**src/rtl/axi_wr_burst_pkg.sv**
```systemverilog
// Shared AXI4 write-burst definitions: channel field widths, fixed encodings and FSM states.
// Imported by the burst engine and usable by any sibling block on the same bus.
package axi_wr_burst_pkg;

    localparam int AXI_SIZE_W  = 3;
    localparam int AXI_BURST_W = 2;

    localparam logic [AXI_BURST_W-1:0] AXI_BURST_INCR    = 2'b01;
    localparam logic [1:0]             AXI_RESP_OKAY     = 2'b00;
    localparam logic [3:0]             AXI_CACHE_DEFAULT = 4'b0011;

    typedef enum logic [1:0] {
        ST_IDLE,
        ST_ADDR,
        ST_DATA,
        ST_RESP
    } state_e;

    // AxSIZE encoding for a bus that is 'bytes' wide.
    function automatic logic [AXI_SIZE_W-1:0] axiSize(input int bytes);
        return AXI_SIZE_W'($clog2(bytes));
    endfunction

endpackage

```
**src/rtl/axi_wr_burst.sv**
```systemverilog
// AXI4 write-burst engine: one INCR burst per accepted run.
// Write data is streamed straight from the FIFO read port onto the W channel.
module axi_wr_burst
    import axi_wr_burst_pkg::*;
#(
    parameter int ADDR_W    = 32,
    parameter int DATA_W    = 32,
    parameter int AXI_ID_W  = 1,
    parameter int AXI_LEN_W = 8
) (
    input  logic                   clk,
    input  logic                   rst,

    input  logic                   run,
    input  logic [ADDR_W-1:0]      addr,
    input  logic [AXI_LEN_W-1:0]   length,
    output logic                   ready,
    output logic                   error,

    input  logic                   s_valid,
    input  logic [DATA_W-1:0]      s_wdata,
    input  logic [DATA_W/8-1:0]    s_wstrb,
    output logic                   s_ready,

    output logic [AXI_ID_W-1:0]    m_axi_awid,
    output logic [ADDR_W-1:0]      m_axi_awaddr,
    output logic [AXI_LEN_W-1:0]   m_axi_awlen,
    output logic [AXI_SIZE_W-1:0]  m_axi_awsize,
    output logic [AXI_BURST_W-1:0] m_axi_awburst,
    output logic                   m_axi_awlock,
    output logic [3:0]             m_axi_awcache,
    output logic [2:0]             m_axi_awprot,
    output logic [3:0]             m_axi_awqos,
    output logic                   m_axi_awvalid,
    input  logic                   m_axi_awready,

    output logic [DATA_W-1:0]      m_axi_wdata,
    output logic [DATA_W/8-1:0]    m_axi_wstrb,
    output logic                   m_axi_wlast,
    output logic                   m_axi_wvalid,
    input  logic                   m_axi_wready,

    input  logic [AXI_ID_W-1:0]    m_axi_bid,
    input  logic [1:0]             m_axi_bresp,
    input  logic                   m_axi_bvalid,
    output logic                   m_axi_bready
);

    localparam int BYTES = DATA_W / 8;

    state_e                 state_q, state_d;
    logic [ADDR_W-1:0]      addr_q, addr_d;
    logic [AXI_LEN_W-1:0]   len_q, len_d;
    logic [AXI_LEN_W-1:0]   cnt_q, cnt_d;
    logic                   error_q, error_d;
    logic                   beatLast;
    logic                   unused_bid;

    always_ff @(posedge clk or negedge rst) begin
        if (!rst) begin
            state_q <= ST_IDLE;
            addr_q  <= '0;
            len_q   <= '0;
            cnt_q   <= '0;
            error_q <= 1'b0;
        end else begin
            state_q <= state_d;
            addr_q  <= addr_d;
            len_q   <= len_d;
            cnt_q   <= cnt_d;
            error_q <= error_d;
        end
    end

    // The counter only ever reaches len_q before returning to 0, so a full-width length cannot wrap early.
    always_comb begin
        state_d       = state_q;
        addr_d        = addr_q;
        len_d         = len_q;
        cnt_d         = cnt_q;
        error_d       = error_q;
        beatLast      = 1'b0;
        m_axi_awvalid = 1'b0;
        m_axi_wvalid  = 1'b0;
        m_axi_wlast   = 1'b0;
        m_axi_bready  = 1'b0;
        s_ready       = 1'b0;
        case (state_q)
            ST_IDLE: begin
                if (run) begin
                    addr_d  = addr;
                    len_d   = length;
                    error_d = 1'b0;
                    state_d = ST_ADDR;
                end
            end
            ST_ADDR: begin
                m_axi_awvalid = 1'b1;
                if (m_axi_awready) begin
                    state_d = ST_DATA;
                end
            end
            ST_DATA: begin
                beatLast     = (cnt_q == len_q);
                m_axi_wvalid = s_valid;
                m_axi_wlast  = beatLast;
                s_ready      = m_axi_wready;
                if (s_valid && m_axi_wready) begin
                    if (beatLast) begin
                        cnt_d   = '0;
                        state_d = ST_RESP;
                    end else begin
                        cnt_d = cnt_q + AXI_LEN_W'(1);
                    end
                end
            end
            ST_RESP: begin
                m_axi_bready = 1'b1;
                if (m_axi_bvalid) begin
                    error_d = (m_axi_bresp != AXI_RESP_OKAY);
                    state_d = ST_IDLE;
                end
            end
            default: state_d = ST_IDLE;
        endcase
    end

    assign ready         = (state_q == ST_IDLE);
    assign error         = error_q;

    assign m_axi_awid    = '0;
    assign m_axi_awaddr  = addr_q;
    assign m_axi_awlen   = len_q;
    assign m_axi_awsize  = axiSize(BYTES);
    assign m_axi_awburst = AXI_BURST_INCR;
    assign m_axi_awlock  = 1'b0;
    assign m_axi_awcache = AXI_CACHE_DEFAULT;
    assign m_axi_awprot  = '0;
    assign m_axi_awqos   = '0;

    assign m_axi_wdata   = s_wdata;
    assign m_axi_wstrb   = s_wstrb;

    assign unused_bid    = ^m_axi_bid;

    // Bursts are issued as given; the caller is expected to keep them inside one 4 KB page.
    assert property (@(posedge clk) disable iff (!rst)
        (ready && run) |-> (int'(addr[11:0]) + (int'(length) + 1) * BYTES <= 4096));

endmodule

```
**config.mk**
```make
export PLATFORM = sky130hd
export DESIGN_NAME = axi_wr_burst
export DESIGN_NICKNAME = d
export VERILOG_FILES = /design/src/rtl/axi_wr_burst_pkg.sv /design/src/rtl/axi_wr_burst.sv
export SDC_FILE = /design/constraint.sdc
export NUM_CORES = 1
export LEC_CHECK = 0
export CELL_PAD_IN_SITES_DETAIL_PLACEMENT = 2
export CELL_PAD_IN_SITES_GLOBAL_PLACEMENT = 2
export CORE_ASPECT_RATIO = 0.5
export CORE_MARGIN = 3
export CORE_UTILIZATION = 18
export DETAILED_ROUTE_END_ITERATION = 8
export GPL_TIMING_DRIVEN = 0
export PLACE_DENSITY_LB_ADDON = 0.1
export SYNTH_ARGS = -nofsm -noshare
export SYNTH_HDL_FRONTEND = slang
export SYNTH_SLANG_ARGS = --single-unit
```
**constraint.sdc**
```tcl
create_clock -name clk -period 1.45 [get_ports clk]
set_input_delay 0.145 -clock clk [delete_from_list [all_inputs] [get_ports clk]]
set_output_delay 0.145 -clock clk [all_outputs]
set_load 0.01 [all_outputs]
```
==> impl_results.md <==
* Worst-path fanout max at 5
* Largest net degree at the start of global routing at 30
* Gr usage total at 0.109
* Worst-Skew Late Latency at 0.29 ns
* # DRC at 0
* TritonCTS clock tree: built
* Endpoint class of the critical path: primary output
* Nets@finish at 528
* Area of the multi-input gates at 1270 um^2
* Most frequent cells in the layout: 118 x clkdlybuf4s50_1, 80 x buf_4, 44 x dfrtp_1
* Final min period at 1.70 ns
* Synth-to-layout area growth at 89.8%
* Worst reg2reg startpoint: state_q[0]
* Hold slack final at 0.400 ns
* Type of the worst setup path: register to primary output
* Crit start category: register
* Dpl hpwl at ~7300 um
* Worst setup margin at -0.246 ns
* Clock Tree Root: clkbuf_16
* IO Pins at 187
* Die X at 181 um
* Avg WL per Cell at 15.6 um
* CTS max path bufs at 2
* Max Cap Viol at 0
* Final WL at 9910 um
* Max-slew violations at 0
* Outcome: finished with violations
* Fmax at roughly 0.59 GHz
* Worst min path class: input pin to asynchronous set/reset pin
* Placed cell count at 591
* Via Count at between 2000 and 3000
* CTS Buf Count at 5
* H-tree depth at 2
* PwrDens at 1740 nW/um^2
* Post-synth top flop: dfrtp_1
* Netlist cell types at 33
* Register area share after synthesis at 0.466
* Worst Setup SP: cnt_q[4]
* Die Ht at 93.3 um
* Async set-or-reset flop fraction in the synthesized netlist at 1.00
* Final hold violation count at 0
* Port Buffers at ~130
* Worst R2R Setup Slack at -0.14 ns
* Gr ovfl total at 0
* Crit-path cells: xnor2_2 -> nand4_1 -> buf_6 -> nor3_2 -> buf_2
* Critical path arrival at 1.55 ns
* Slew @ Worst Pin at 0.558 ns
* Synthesized area at 2740 um^2
* Most common cell after layout, fill and taps aside: clkdlybuf4s50_1
* RSZ-0062 raised after global routing: yes
* Final setup violation count at 53
* Clk slew on worst S/H paths at around 0.070 ns
* First-pass GRT wire length at about 15000 um
* Seq cells post-synth at ~50
* Critical Path RT at between 1 and 1.5 ns
* DRT iter0 DRCs at 27
* DIE AREA at 16800 um^2
* R2R cell count at 7
* Setup TNS at -3.56 ns
* Post-Syn Instances at 245
* Final period utilization at 1.17
* DR pass1 iterations at 4
* Vias in the first global route at 2705
* Slowest cell on crit path: dfrtp_2
* Final non-filler cell total at 636
* Leakage at around 2.3 nW
* Worst slew margin at 0.628
* FF-to-FF End: state_q[1]
* Critical Path Sink: m_axi_wlast
* Layout cells sized above 1 at 0.438
* EDFF count, synth at 0
* Tot Pwr at ~9 mW
* Final Skew at 0.00404 ns
* Initial Util at 0.187
* DR vias/cell at 3.94
* Clk sink count at 51
* Failing checks: negative setup slack
* Fill count at roughly 1600
* Yosys top cell area share at 0.466
* Yosys warns at 0
* Core area at 14700 um^2
* Peak VDD IR at 573 uV
* CP max stage delay at 0.44 ns
* Synth area leader: dfrtp_1
* Row count at 31
* Routability cong. at 0.686
* Antenna violations before repair at 0
* Post-synthesis area per instance at between 10 and 15 um^2
* DRT antenna net count at 0
* Antenna fix cells at 0
* Reg area at 1280 um^2
* Synth top area cells: dfrtp_1 47%, mux2_2 16%, buf_4 15%, xnor2_1 2.6%, nand2_1 2.5%
-- Yosys cell counts (2+ instances only) --
cell type / number
and2_1: 2
nand3_1: 5
nor3_1: 4
nand4_1: 2
o211ai_1: 6
nand2b_1: 4
nand2_1: 18
buf_4: 55
a21oi_1: 2
conb_1: 2
dfrtp_1: 51
xnor2_1: 8
inv_1: 4
mux2_2: 40
buf_2: 6
ha_1: 5
o21ai_0: 9
o22ai_1: 3
nor4_1: 4
and3_1: 2
-- power breakdown --
group | leakage (nW) | switching, mW | internal, mW
Sequential | 0.585 | 0.450 | 2.09
Clock | 0.0868 | 0.539 | 0.860
Combinational | 1.63 | 2.03 | 3.08
-- final cells by class --
cell class / count / share of cell area
inverter: 4 / 0.00289
buffer: 62 / 0.102
tap: 198 / 0.0476
clock inverter: 2 / 0.00673
multi-input combinational: 144 / 0.244
sequential: 51 / 0.247
timing repair buffer: 169 / 0.323
clock buffer: 6 / 0.0267
-- per-layer routing --
layer | vias to the layer above | GRT usage | wire (um)
li1 | 1160 | - | -
met1 | 1225 | 0.115 | 3850
met2 | 116 | 0.215 | 5250
met3 | 4 | 0.0369 | 750
met4 | 0 | 0.0211 | 63
met5 | - | 0 | 0
-- cells by family (layout without fill, tap and decap cells) --
kind of cell,after synthesis,in the layout,share of synthesized area
compound gates,26,26,0.0630
xor+xnor,8,8,0.0256
fa+ha+maj,5,5,0.0228
buf+inv,66,243,0.168
flops,51,51,0.466
mux,40,40,0.164
other cells,2,18,0.00274
simple gates,47,47,0.0876
-- how the worst min path moves through the flow --
stage | from | to | slack (ns) | depth (start not counted)
after floorplan | rst | cnt_q[0] | -0.15 | 0
after global placement | m_axi_awaddr[18] | m_axi_awaddr[18] | 0.49 | 1
after detailed placement | rst | m_axi_awaddr[6] | 0.18 | 1
after CTS | rst | m_axi_awaddr[6] | 0.41 | 2
after global routing | rst | m_axi_awaddr[5] | 0.47 | 2
final | rst | m_axi_awaddr[2] | 0.40 | 2
-- stage by stage --
| step | instance area, um^2 | utilization | setup slack, ns |
|---|---|---|---|
| floorplan | 2810 | - | 0.00822 |
| global route | 5200 | 0.355 | -0.312 |
| finish | 5200 | 0.355 | -0.246 |
| global placement | 4370 | 0.298 | -1.51 |
| CTS | 4930 | 0.336 | -0.247 |
| detailed placement | 4390 | 0.299 | -0.561 |
-- flip-flops by register name, summed over array words and instances (netlist names) --
name          cells
state_q           2
cnt_q             8
m_axi_awaddr     32
error             1
m_axi_awlen       8
-- critical path, delay by kind of cell (launching register included) --
kind                   cells  cell delay, ns
XOR/XNOR                   1            0.15
buffers and inverters      2            0.35
flip-flops                 1            0.44
AND/OR/NAND/NOR            2            0.32
-- what timing repair did --
item,4_1_cts,5_1_grt
endpoints found under the hold margin,22,0
hold buffers,1,0
endpoints found under the setup margin,56,58
pin swaps,13,11
gates cloned,1,3
resized for setup,78,30
setup buffers,23,10
(Power assumes the default switching activity.)
